$ cat src/rtl/spi_flash_pkg.sv
// Shared types and constants for the SPI flash master.
// Also holds the phase sequencing helper used by the FSM.
package spi_flash_pkg;

  typedef enum logic [2:0] {
    S_INIT,
    S_IDLE,
    S_CMD,
    S_ADDR,
    S_DUMMY,
    S_DATA,
    S_END,
    S_GAP
  } state_e;

  localparam logic [7:0] CMD_READ      = 8'h03;
  localparam logic [7:0] CMD_FAST_READ = 8'h0B;
  localparam logic [7:0] CMD_PAGE_PROG = 8'h02;
  localparam logic [7:0] CMD_WREN      = 8'h06;
  localparam logic [7:0] CMD_RDSR      = 8'h05;

  // Phase that follows s, skipping phases with nothing to send.
  function automatic state_e next_phase(
    input state_e     s,
    input logic       aen,
    input logic [4:0] dum,
    input logic [5:0] len
  );
    state_e n;
    n = S_END;
    if (len != 6'd0 && s != S_DATA) n = S_DATA;
    if (dum != 5'd0 && (s == S_CMD || s == S_ADDR)) n = S_DUMMY;
    if (aen && s == S_CMD) n = S_ADDR;
    return n;
  endfunction

endpackage

$ cat src/rtl/spi_flash_if.sv
// Request/response bundle between the bus adapter and the SPI master.
// The master modport is the requesting side, slave is the SPI engine.
interface spi_flash_if #(
  parameter int ADDR_W = 24
);
  logic              start;
  logic              write_enable;
  logic [7:0]        cmd;
  logic [ADDR_W-1:0] addr;
  logic              addr_en;
  logic [4:0]        dummy_cycles;
  logic [5:0]        data_len;
  logic [31:0]       data_in;
  logic [31:0]       data_out;
  logic              busy;
  logic              done;

  modport master (
    output start, write_enable, cmd, addr, addr_en,
    output dummy_cycles, data_len, data_in,
    input  data_out, busy, done
  );

  modport slave (
    input  start, write_enable, cmd, addr, addr_en,
    input  dummy_cycles, data_len, data_in,
    output data_out, busy, done
  );
endinterface

$ cat src/rtl/spi_flash_master_clk_gen.sv
// SPI mode-0 bit clock: low half then high half per bit.
// Strobes mark the last cycle of each half while enabled.
module spi_clk_gen #(
  parameter int CLK_DIV = 4
) (
  input  logic clk,
  input  logic rst_n,
  input  logic en_i,
  output logic sclk_o,
  output logic fall_o,
  output logic rise_o
);
  localparam int CW = (CLK_DIV > 2) ? $clog2(CLK_DIV) : 1;
  localparam int H  = CLK_DIV / 2;

  logic [CW-1:0] cnt_q, cnt_d;
  logic          sclk_q, sclk_d;

  assign rise_o = en_i && (cnt_q == CW'(H - 1));
  assign fall_o = en_i && (cnt_q == CW'(CLK_DIV - 1));
  assign sclk_o = sclk_q;

  always_comb begin
    cnt_d  = '0;
    sclk_d = 1'b0;
    if (en_i) begin
      cnt_d  = fall_o ? '0 : cnt_q + 1'b1;
      sclk_d = (cnt_d >= CW'(H));
    end
  end

  always_ff @(posedge clk or negedge rst_n) begin
    if (!rst_n) begin
      cnt_q  <= '0;
      sclk_q <= 1'b0;
    end else begin
      cnt_q  <= cnt_d;
      sclk_q <= sclk_d;
    end
  end
endmodule

$ cat src/rtl/spi_flash_master.sv
// SPI mode-0 flash master: cmd, optional addr, dummy and data phases.
// Power-up delay, CS high gap and right-aligned read data.
module spi_flash_master #(
  parameter int CLK_DIV        = 4,
  parameter int ADDR_W         = 24,
  parameter int INIT_CYCLES    = 4095,
  parameter int CS_HIGH_CYCLES = 2
) (
  input  logic       clk,
  input  logic       rst_n,
  spi_flash_if.slave bus,
  output logic       spi_clk,
  output logic       spi_cs_n,
  output logic       spi_mosi,
  input  logic       spi_miso
);
  import spi_flash_pkg::*;

  localparam int IW = (INIT_CYCLES > 1) ? $clog2(INIT_CYCLES) : 1;
  localparam int GW = $clog2(CS_HIGH_CYCLES + 1);

  state_e            state_q, state_d, nxt;
  logic [IW-1:0]     init_q, init_d;
  logic [GW-1:0]     gap_q, gap_d;
  logic [5:0]        bits_q, bits_d;
  logic [5:0]        len_q, len_d;
  logic [31:0]       tx_q, tx_d;
  logic [31:0]       rx_q, rx_d;
  logic [31:0]       dout_q, dout_d;
  logic [31:0]       wdat_q, wdat_d;
  logic [ADDR_W-1:0] addr_q, addr_d;
  logic [4:0]        dum_q, dum_d;
  logic              aen_q, aen_d;
  logic              wr_q, wr_d;
  logic              busy_q, busy_d;
  logic              done_q, done_d;
  logic              cs_q, cs_d;
  logic              mosi_q, mosi_d;
  logic              sck_en, fall, rise;

  assign sck_en = state_q inside {S_CMD, S_ADDR, S_DUMMY, S_DATA};

  spi_clk_gen #(
    .CLK_DIV(CLK_DIV)
  ) u_clk (
    .clk   (clk),
    .rst_n (rst_n),
    .en_i  (sck_en),
    .sclk_o(spi_clk),
    .fall_o(fall),
    .rise_o(rise)
  );

  always_comb begin
    state_d = state_q;
    nxt     = S_END;
    init_d  = init_q;
    gap_d   = gap_q;
    bits_d  = bits_q;
    len_d   = len_q;
    tx_d    = tx_q;
    rx_d    = rx_q;
    dout_d  = dout_q;
    wdat_d  = wdat_q;
    addr_d  = addr_q;
    dum_d   = dum_q;
    aen_d   = aen_q;
    wr_d    = wr_q;
    done_d  = 1'b0;
    cs_d    = cs_q;
    mosi_d  = mosi_q;
    unique case (state_q)
      S_INIT: begin
        if (init_q == IW'(INIT_CYCLES - 1)) state_d = S_IDLE;
        else init_d = init_q + 1'b1;
      end
      S_IDLE: begin
        if (bus.start) begin
          state_d = S_CMD;
          addr_d  = bus.addr;
          aen_d   = bus.addr_en;
          dum_d   = bus.dummy_cycles;
          len_d   = (bus.data_len > 6'd32) ? 6'd32 : bus.data_len;
          wr_d    = bus.write_enable;
          wdat_d  = bus.data_in;
          tx_d    = {bus.cmd, 24'h0};
          mosi_d  = bus.cmd[7];
          bits_d  = 6'd7;
          rx_d    = '0;
          cs_d    = 1'b0;
        end
      end
      S_CMD, S_ADDR, S_DUMMY, S_DATA: begin
        if (rise && state_q == S_DATA && !wr_q) rx_d = {rx_q[30:0], spi_miso};
        if (fall && bits_q != 6'd0) begin
          bits_d = bits_q - 6'd1;
          tx_d   = tx_q << 1;
          mosi_d = tx_q[30];
        end else if (fall) begin
          nxt     = next_phase(state_q, aen_q, dum_q, len_q);
          state_d = nxt;
          unique case (1'b1)
            nxt == S_ADDR: begin
              tx_d   = 32'(addr_q) << (32 - ADDR_W);
              bits_d = 6'(ADDR_W - 1);
              mosi_d = tx_d[31];
            end
            nxt == S_DUMMY: begin
              tx_d   = '0;
              bits_d = {1'b0, dum_q} - 6'd1;
              mosi_d = 1'b0;
            end
            nxt == S_DATA: begin
              tx_d   = wr_q ? (wdat_q << (6'd32 - len_q)) : '0;
              bits_d = len_q - 6'd1;
              mosi_d = tx_d[31];
            end
            default: begin
              cs_d   = 1'b1;
              mosi_d = 1'b0;
              done_d = 1'b1;
              if (!wr_q && len_q != 6'd0) dout_d = rx_q;
            end
          endcase
        end
      end
      S_END: begin
        // END is the first of the CS high cycles
        gap_d   = GW'(1);
        state_d = (CS_HIGH_CYCLES <= 1) ? S_IDLE : S_GAP;
      end
      S_GAP: begin
        gap_d = gap_q + 1'b1;
        if (gap_q == GW'(CS_HIGH_CYCLES - 1)) state_d = S_IDLE;
      end
      default: state_d = S_INIT;
    endcase
    busy_d = (state_d != S_IDLE);
  end

  always_ff @(posedge clk or negedge rst_n) begin
    if (!rst_n) begin
      state_q <= S_INIT;
      init_q  <= '0;
      gap_q   <= '0;
      bits_q  <= '0;
      len_q   <= '0;
      tx_q    <= '0;
      rx_q    <= '0;
      dout_q  <= '0;
      wdat_q  <= '0;
      addr_q  <= '0;
      dum_q   <= '0;
      aen_q   <= 1'b0;
      wr_q    <= 1'b0;
      busy_q  <= 1'b1;
      done_q  <= 1'b0;
      cs_q    <= 1'b1;
      mosi_q  <= 1'b0;
    end else begin
      state_q <= state_d;
      init_q  <= init_d;
      gap_q   <= gap_d;
      bits_q  <= bits_d;
      len_q   <= len_d;
      tx_q    <= tx_d;
      rx_q    <= rx_d;
      dout_q  <= dout_d;
      wdat_q  <= wdat_d;
      addr_q  <= addr_d;
      dum_q   <= dum_d;
      aen_q   <= aen_d;
      wr_q    <= wr_d;
      busy_q  <= busy_d;
      done_q  <= done_d;
      cs_q    <= cs_d;
      mosi_q  <= mosi_d;
    end
  end

  assign bus.data_out = dout_q;
  assign bus.busy     = busy_q;
  assign bus.done     = done_q;
  assign spi_cs_n     = cs_q;
  assign spi_mosi     = mosi_q;
endmodule

$ cat src/flat_wrapper.sv
// flat-port wrapper written by rule: the top's interface ports become plain ports
module spi_flash_master_flat import spi_flash_pkg::*;
#(
  parameter int CLK_DIV        = 4,
  parameter int ADDR_W         = 24,
  parameter int INIT_CYCLES    = 4095,
  parameter int CS_HIGH_CYCLES = 2
)
  (clk, rst_n, spi_clk, spi_cs_n, spi_mosi, spi_miso, bus_start, bus_write_enable, bus_cmd, bus_addr, bus_addr_en, bus_dummy_cycles, bus_data_len, bus_data_in, bus_data_out, bus_busy, bus_done);
  spi_flash_if #(.ADDR_W(ADDR_W)) bus_i ();
  input  logic clk;
  input  logic rst_n;
  output logic spi_clk;
  output logic spi_cs_n;
  output logic spi_mosi;
  input  logic spi_miso;
  input wire logic [$bits(bus_i.start)-1:0] bus_start;
  input wire logic [$bits(bus_i.write_enable)-1:0] bus_write_enable;
  input wire logic [$bits(bus_i.cmd)-1:0] bus_cmd;
  input wire logic [$bits(bus_i.addr)-1:0] bus_addr;
  input wire logic [$bits(bus_i.addr_en)-1:0] bus_addr_en;
  input wire logic [$bits(bus_i.dummy_cycles)-1:0] bus_dummy_cycles;
  input wire logic [$bits(bus_i.data_len)-1:0] bus_data_len;
  input wire logic [$bits(bus_i.data_in)-1:0] bus_data_in;
  output wire logic [$bits(bus_i.data_out)-1:0] bus_data_out;
  output wire logic [$bits(bus_i.busy)-1:0] bus_busy;
  output wire logic [$bits(bus_i.done)-1:0] bus_done;
  assign bus_i.start = bus_start;
  assign bus_i.write_enable = bus_write_enable;
  assign bus_i.cmd = bus_cmd;
  assign bus_i.addr = bus_addr;
  assign bus_i.addr_en = bus_addr_en;
  assign bus_i.dummy_cycles = bus_dummy_cycles;
  assign bus_i.data_len = bus_data_len;
  assign bus_i.data_in = bus_data_in;
  assign bus_data_out = bus_i.data_out;
  assign bus_busy = bus_i.busy;
  assign bus_done = bus_i.done;
  spi_flash_master #(.CLK_DIV(CLK_DIV), .ADDR_W(ADDR_W), .INIT_CYCLES(INIT_CYCLES), .CS_HIGH_CYCLES(CS_HIGH_CYCLES)) u_core (.clk(clk), .rst_n(rst_n), .bus(bus_i), .spi_clk(spi_clk), .spi_cs_n(spi_cs_n), .spi_mosi(spi_mosi), .spi_miso(spi_miso));
endmodule
$ cat config.mk
export PLATFORM = sky130hd
export DESIGN_NAME = spi_flash_master_flat
export DESIGN_NICKNAME = d
export VERILOG_FILES = /design/src/rtl/spi_flash_pkg.sv /design/src/rtl/spi_flash_if.sv /design/src/rtl/spi_flash_master_clk_gen.sv /design/src/rtl/spi_flash_master.sv /design/src/flat_wrapper.sv
export SDC_FILE = /design/constraint.sdc
export NUM_CORES = 1
export LEC_CHECK = 0
export CORE_ASPECT_RATIO = 1.1
export CORE_UTILIZATION = 55
export CTS_CLUSTER_SIZE = 10
export DETAILED_ROUTE_END_ITERATION = 8
export GPL_TIMING_DRIVEN = 0
export PLACE_DENSITY = 0.78
export SLEW_MARGIN = 0
export SYNTH_ARGS = -nofsm -noshare
export SYNTH_HDL_FRONTEND = slang
export SYNTH_SLANG_ARGS = --single-unit
$ cat constraint.sdc
create_clock -name clk -period 4.3 [get_ports clk]
set_input_delay 1.29 -clock clk [delete_from_list [all_inputs] [get_ports clk]]
set_output_delay 1.29 -clock clk [all_outputs]
set_load 0.01 [all_outputs]
After elaboration in Yosys (flattened, before gate mapping)
Cells that the tools add are included. W data, S select, Z words.

Input bits: 81. Output and inout port bits: 37. Bits in registers: 194.

Shift operators: 1. Bitwise logic cells: 3. Eq/ne operators: 23. $lt $le $gt $ge: 2. Reductions and logical operators: 27. $add $sub $neg: 7. Multiplexer cells: 45.

Operators with widths (number): $mux W32 (3); $mux W31 (3); $pmux W31 S3 (1); $pmux W32 S2 (1); $pmux W31 S2 (1); $shl A32 B6 Y32 (1); $mux W3 (9); $mux W6 (4); $eq A3 B3 Y1 const B (6); $pmux W6 S3 (1); $pmux W3 S5 (1); $add A12 B1 Y12 const B (1); $eq A12 B12 Y1 const B (1); $mux W1 (12); $pmux W6 S2 (1); $reduce_bool A6 Y1 (2); $sub A6 B1 Y6 const B (2); $reduce_and A5 Y1 (2); $eq A3 B2 Y1 const B (3); $logic_and A1 B1 Y1 (9); $mux W2 (4); $gt A6 B6 Y1 const B (1); $ne A2 B2 Y1 const B (3); $ne A3 B1 Y1 const B (2); other kinds (24) (34).

Depth between registers and ports, before layout
Depth after elaboration: 14. Mapped depth: 13. Gate-level depth less buffers: 12.

Modules after synthesis
From an unflattened synthesis, not the netlist that was laid out.

Cells, all modules: 1068. Area, all modules: 10239.8 µm².

By module, submodules not included: spi_flash_master (cells each 1059, instances 1, area each 10129.7 µm²); spi_clk_gen (cells each 9, instances 1, area each 110.1 µm²).

Worst setup path before layout
OpenSTA, ideal clock, no wires.

Kind: in2reg. From: input port bus_start. To: register u_core.tx_q[24]. Buffers on the path: 1. Arrival time: 2.765 ns. Stages: 6. Required time: 4.164 ns. Setup slack: 1.399 ns. Setup time: 0.136 ns. Cells stage by stage: or4b_2 -> nand2_1 -> clkbuf_1 -> a21oi_1 -> a221oi_1 -> o41ai_1.

Cells in the longest elaborated chain, start to end: 2.

RTL lines: from (decl) (line flat_wrapper.sv:17) `input wire logic [$bits(bus_i.start)-1:0] bus_start;`; $ne A2 B2 Y1 (no line); $reduce_and A4 Y1 (no line); to (signal assigned) (line spi_flash_master.sv:166) `tx_q <= tx_d;`; to (decl) (line spi_flash_master.sv:27) `logic [31:0] tx_q, tx_d;`.

No other way between the ends. A chain may end at the register's enable or synchronous reset.

Worst setup path after layout
From: register u_core.len_q[0]. To: register u_core.tx_q[22].

Cells in the longest elaborated chain, start to end: 13.

RTL lines: from (decl) (line spi_flash_master.sv:26) `logic [5:0] len_q, len_d;`; from (signal assigned) (line spi_flash_master.sv:165) `len_q <= len_d;`; parallel branches: the longest is 13 deep, another holds $sub A6 B6 Y6.

Several ways; the timed one is not identified. The select of a mux whose other input is x is not followed.

==> qor.csv <==
metric;value;unit
rr_worst_depth;12;
worstPathMaxFanout;10;
cts_buffers;17;
synth_async_sr_flop_share;100.0;%
endpoint_kind;flop;
topRoutingLayerUsed;met4;
cpLargestDelayFamily;buffers and inverters;
reg2reg_from;u_core.len_q[0];
status;finished clean;
setup_viol;0;
required;4.69;ns
hp-start;u_core.u_clk.cnt_q[0];
hold_path_depth;1;
max_cap_viol_count;0;
clock_latency;0.45;ns
place_ws;0.4682;ns
ys_types;72;
routed_via_density;6.064;
netlist_instances;1137;
final_cells;1530;
finalHoldViolations;0;
cts.path.max_buffers;2;
post-synth-top-count-cell;nand2_1;
layout-drive-gt1-share;8.702;%
worstPathCellList;buf_2 -> clkinv_1 -> ha_1 -> buf_2 -> buf_2 -> buf_2 -> mux4_2 -> mux2i_1 -> nand2_1 -> o21ai_0 -> a2111oi_0 -> a211o_1;
route.detailed.drc;0;
drtAntennaViolNets;0;
grt_first_pass_wirelength;47.67;mm
min_path_type;flop to flop;
die_y;146.4;microns
grt.overflow.total;0;
die_area;19510;sq um
grt_antenna_before_repair;0;
yosys.area.top_type;dfrtp_1;
ctsHtreeMaxLevel;4;
ys_seq_area_share;46.36;%
synth_edf_count;0;
rsz0062_at_grt;false;
drt-initial-drc-count;833;
cts_num_sinks;193;
power.static_leakage;0.005608;uW
wl_per_cell;19.17;microns
syn_nets;1229;
boundaryPins;118;
cts_tree;yes;
arrival;4.15;ns
ctsResizeCount;0;
nets;1366;
min_to;u_core.u_clk.cnt_q[0];
cp_slowest_stage_delay;0.78;ns
synthesis.area;10420;sq um
slew_headroom;25.13;%
grt_max_degree;122;
dpl.hpwl;21.79;mm
worstSetupStartpointType;flop;
synth_top_area_share;45.85;%
wl_met3;1.624;mm
wl_met1;12.25;mm
ctsRootBufferMaster;clkbuf_16;
worstMarginPinSlew;1.113;ns
clock_skew;0.01099;ns
cts_setup_buffers;0;
finish.utilization;67.90;%
dr.pass1.iters;5;
synth.top_cells.by_area;dfrtp_1 (46%), nand2_1 (12%), o21ai_0 (4.2%);
power_density;283.6;nW/um^2
dr_wl_met2;14.28;mm
critPathKind;flop to flop;
grt_use_total;31.53;%
clkTransAtPathRegs;0.08;ns
worst_slack;0.5366;ns
port_buffers;117;
gp_congestion;1.004;
synth.avg_cell_area;9.168;sq um
num_vias;9278;
wl;29.32;mm
dp_cells;1498;
min_period_over_period;87.52;%
rows;52;
r2r_end;u_core.tx_q[22];
synth-seq-cells;193;
fmax;265.7;MHz
finalMaxSlewViolations;0;
cp_slowest_cell;a2111oi_0;
path_common_cell;buf_2;
post-route-min-period;3.763;ns
core_area;18480;sq um
die-width;133.3;microns
r2r_setup_slack;0.54;ns
ys.flop_type;dfrtp_1;
crit_buf_inv;5;
ir_drop;0.2703;mV
yosys_warnings;0;
yosys-top-cells-count;nand2_1 (336), dfrtp_1 (191), o21ai_0 (87);
antenna_cells;0;
initial_core_util;56.41;%
area_growth;20.36;%
grt_pass1_vias;9055;
cts_hold_buffers;0;
through the flow:
step / hold WS [ns] / power (uW) / instance area [sq um] / setup TNS, ns
finish: 0.4615 / 3558 / 12550 / 0
global route: 0.4842 / 3659 / 12550 / 0
CTS: 0.4645 / 3570 / 12550 / 0
detailed placement: 0.4545 / 1966 / 11930 / 0
global placement: 0.4496 / 1963 / 11900 / -1144.83
floorplan: 0.4305 / 1851 / 10420 / 0
worst max-delay path by stage:
stage | start | end | slack [ns] | depth (start not counted)
floorplan | bus_start | u_core.tx_q[24] | 1.40 | 6
global placement | rst_n | u_core.addr_q[7] | -5.98 | 1
detailed placement | bus_start | u_core.tx_q[27] | 0.47 | 7
CTS | u_core.len_q[0] | u_core.tx_q[22] | 0.62 | 12
global route | u_core.len_q[0] | u_core.bits_q[4] | 0.36 | 13
finish | u_core.len_q[0] | u_core.tx_q[22] | 0.54 | 12
sequential cells by signal (all words and copies together) (netlist names):
name and count:
u_core.tx_q 31, u_core.gap_q 2, u_core.init_q 12, u_core.spi_cs_n 1, u_core.wr_q 1, u_core.rx_q 32, u_core.bits_q 6, u_core.dum_q 5
u_core.bus.data_out 32, u_core.addr_q 24, u_core.spi_mosi 1, u_core.bus.done 1, u_core.aen_q 1, u_core.bus.busy 1, u_core.len_q 6, u_core.state_q 3
u_core.wdat_q 32, u_core.u_clk.cnt_q 2
layout by cell type (no fill, tap or decap), types with 6 or more instances in the layout:
cell type          n
mux2_2            24
nand3_1           30
mux2i_1           35
nand3b_1           8
mux2_1            30
nand2b_1           6
nor3_1             8
o22ai_1           10
xnor2_1           15
o21ai_0           87
o31ai_1           12
buf_1              6
clkdlybuf4s50_1  116
ha_1              11
buf_2             18
mux4_2            16
nor2_1            55
xor2_1             6
and3_1             6
inv_1             20
nand2_1          336
o221ai_1           6
clkbuf_1          43
a221oi_1          16
clkbuf_16         17
a21oi_1           46
dfrtp_1          191
a22oi_1            9
cell type report:
type / count / area (sq um)
clock inverters: 15 / 188.9
multi-input cells: 853 / 5209
inverters: 21 / 78.83
plain buffers: 70 / 304.0
well taps: 243 / 304.0
clock buffers: 17 / 425.4
fillers: 1520 / 5932
repair buffers: 118 / 1204
flip-flops and latches: 193 / 4832
worst reg2reg max path, stage by stage, from the launching register on:
cell       delay, ns
dfrtp_1         0.33
buf_2           0.31
clkinv_1        0.33
ha_1            0.37
buf_2           0.20
buf_2           0.29
buf_2           0.33
mux4_2          0.28
mux2i_1         0.11
nand2_1         0.09
o21ai_0         0.12
a2111oi_0       0.78
a211o_1         0.19
cell families (layout without fill, tap and decap cells):
| kind of cell | count (synthesis) | count (layout) | synth area share (%) |
|---|---|---|---|
| AND/OR/NAND/NOR | 477 | 477 | 19.34 |
| multiplexers | 105 | 105 | 12.65 |
| XOR/XNOR | 21 | 21 | 1.765 |
| AO/OA/AOI/OAI | 239 | 239 | 14.90 |
| flip-flops | 193 | 193 | 46.36 |
| adder cells (fa/ha/maj) | 11 | 11 | 1.320 |
| buffers and inverters | 91 | 241 | 3.673 |
routing by layer:
metal  vias to the layer above  track usage (%)
li1                       4281                -
met1                      4556            41.28
met2                       367            51.90
met3                        74            4.167
met4                         0            15.06
met5                         -                0
where the power goes:
part	switching, uW	internal, uW
Clock	794	837
Combinational	46.4	67.4
Sequential	0	1810
(Power assumes the default switching activity.)
==> patch, RTL diff (same settings) <==
`ADDR_W` is set to 24 in 3 places; all go to 12.
--- a/src/rtl/spi_flash_if.sv
+++ b/src/rtl/spi_flash_if.sv
@@ -3,3 +3,3 @@
 interface spi_flash_if #(
-  parameter int ADDR_W = 24
+  parameter int ADDR_W = 12
 );
--- a/src/rtl/spi_flash_master.sv
+++ b/src/rtl/spi_flash_master.sv
@@ -4,3 +4,3 @@
   parameter int CLK_DIV        = 4,
-  parameter int ADDR_W         = 24,
+  parameter int ADDR_W         = 12,
   parameter int INIT_CYCLES    = 4095,
--- a/src/flat_wrapper.sv
+++ b/src/flat_wrapper.sv
@@ -4,3 +4,3 @@
   parameter int CLK_DIV        = 4,
-  parameter int ADDR_W         = 24,
+  parameter int ADDR_W         = 12,
   parameter int INIT_CYCLES    = 4095,
Ports: changed (resized bus_addr); port bits go from 118 to 106. The function was not compared with the original's and may differ.
==> patch against the unedited design <==
- clock skew grew 0.0012 ns
- global-route usage grew 0.31 points
- synthesized area is 5.1% lower
- sequential cell count shrank 12
- routed wire length is 6.1% lower
- cell area shrank 5.1%
- setup slack got worse by 0.19 ns
Power is not compared: it rests on default switching activity, and its combinational part moved more than twofold at a synthesized area within 25%.
==> patch: results (changes against the unedited design) <==
Synth:
- The complex-gate fraction of the synthesized area was 12.0% (-2.9 points).
- The xor and xnor fraction of the mapped netlist area came to 1.77% (+0.0072 points).
- The commonest cells after synthesis are nand2_1, dfrtp_1, nand3_1.
- In the post-synthesis netlist, the biggest area contributors are dfrtp_1, nand2_1, mux4_2.
- The adder and majority gate portion of the synthesized area is 1.39% (+0.072 points).
- The synthesized area per cell is 9.57 um2 (+4.4%).
- The share of synthesized area spent on multiplexers is 14.8% (+2.2 points).
- The total nets after synthesis is 1113 (-9.4%).
- The number of different library cells in the post-synthesis netlist was 77 (+6.9%).

Routing:
- The routed wire length on met3 is 1160 um (-29%).
- The violation count after the first detailed-route iteration is 589 (-29%).
- The post-detailed-routing wire length is 27500 um (-6.1%).
- The total number of vias came to 8461 (-8.8%).
- The wire length the detailed router placed on met1 is 10800 um (-12%).
- The number of iterations in the first detailed-routing pass is 7 (+2).

Worst hold path:
- The cell depth of the worst hold path is 2 (+1).
- The critical hold path startpoint is u_core.rx_q[31].

Global route:
- The first-pass GRT wire length is 44400 um (-6.8%).
- The met1 demand-to-capacity share in global routing is 36.8% (-4.5 points).
- The largest net degree at the start of global routing is 115 (-5.7%).
- The met3 usage in global routing is 4.68% (+0.52 points).
- The global-route met2 utilization is 56.6% (+4.7 points).
- The global router's overall resource usage was 31.8% (+0.31 points).

STA:
- The final hold slack came to 0.476 ns (+0.0141 ns).
- The setup clock skew after layout is 0.0122 ns (+0.00124 ns).
- The actual transition at the worst max-transition pin is 1.19 ns (+0.0717 ns).

Placed design:
- The placer's final routability congestion estimate came to 0.970 (-3.4%).
- The HPWL after detailed placement is 20500 um (-5.8%).
- The count of buffers from port buffering is 105 (-10%).
- The cell area after placement is 11300 um2 (-5.6%).
- The worst-case setup slack after placement is 0.304 ns (-0.164 ns).

Layout:
- The share of layout cells above drive strength 1 is 12.8% (+4.1 points).
- The final standard cell area without fillers is 11900 um2 (-5.1%).
- The final net count came to 1238 (-9.4%).

Status:
- The run finished with clean final reports.

Worst setup path:
- The arrival time of data at the critical path endpoint is 4.27 ns (+0.12 ns).
- The cell type of the slowest stage on the worst timing path is buf_1.
- The critical path's largest stage delay was 0.46 ns (-0.32 ns).
- The worst-case reg-to-reg path depth is 13 (+1).
## patch: cell count changes after synthesis, moves of 12 or more
cell	before	now
a221oi_1	16	3
dfrtp_1	191	179
nand2_1	336	288
o21ai_1	1	21
o21ai_0	87	19
a22oi_1	9	21
nand3_1	30	51
a21oi_1	46	33
mux2_2	24	43
mux4_2	16	28
mux2_1	30	8
## patch: cell type report
class / instances / area share (%)
plain buffers: 68 / 2.52
clock buffers: 17 / 3.57
clock inverters: 15 / 1.68
inverters: 15 / 0.473
multi-input cells: 769 / 42.1
flip-flops and latches: 181 / 38.1
well taps: 238 / 2.50
repair buffers: 106 / 9.10
## patch: power breakdown
part	switching, mW	total, mW	internal, mW
Combinational	0.819	1.33	0.513
Clock	0.789	1.64	0.850
Sequential	0.0894	1.88	1.79
## patch: repair_timing
item                                    4_1_cts  5_1_grt
endpoints found under the setup margin        0        1
resized for setup                             0        2
endpoints found under the hold margin         0        0
buffers inserted                              0        0
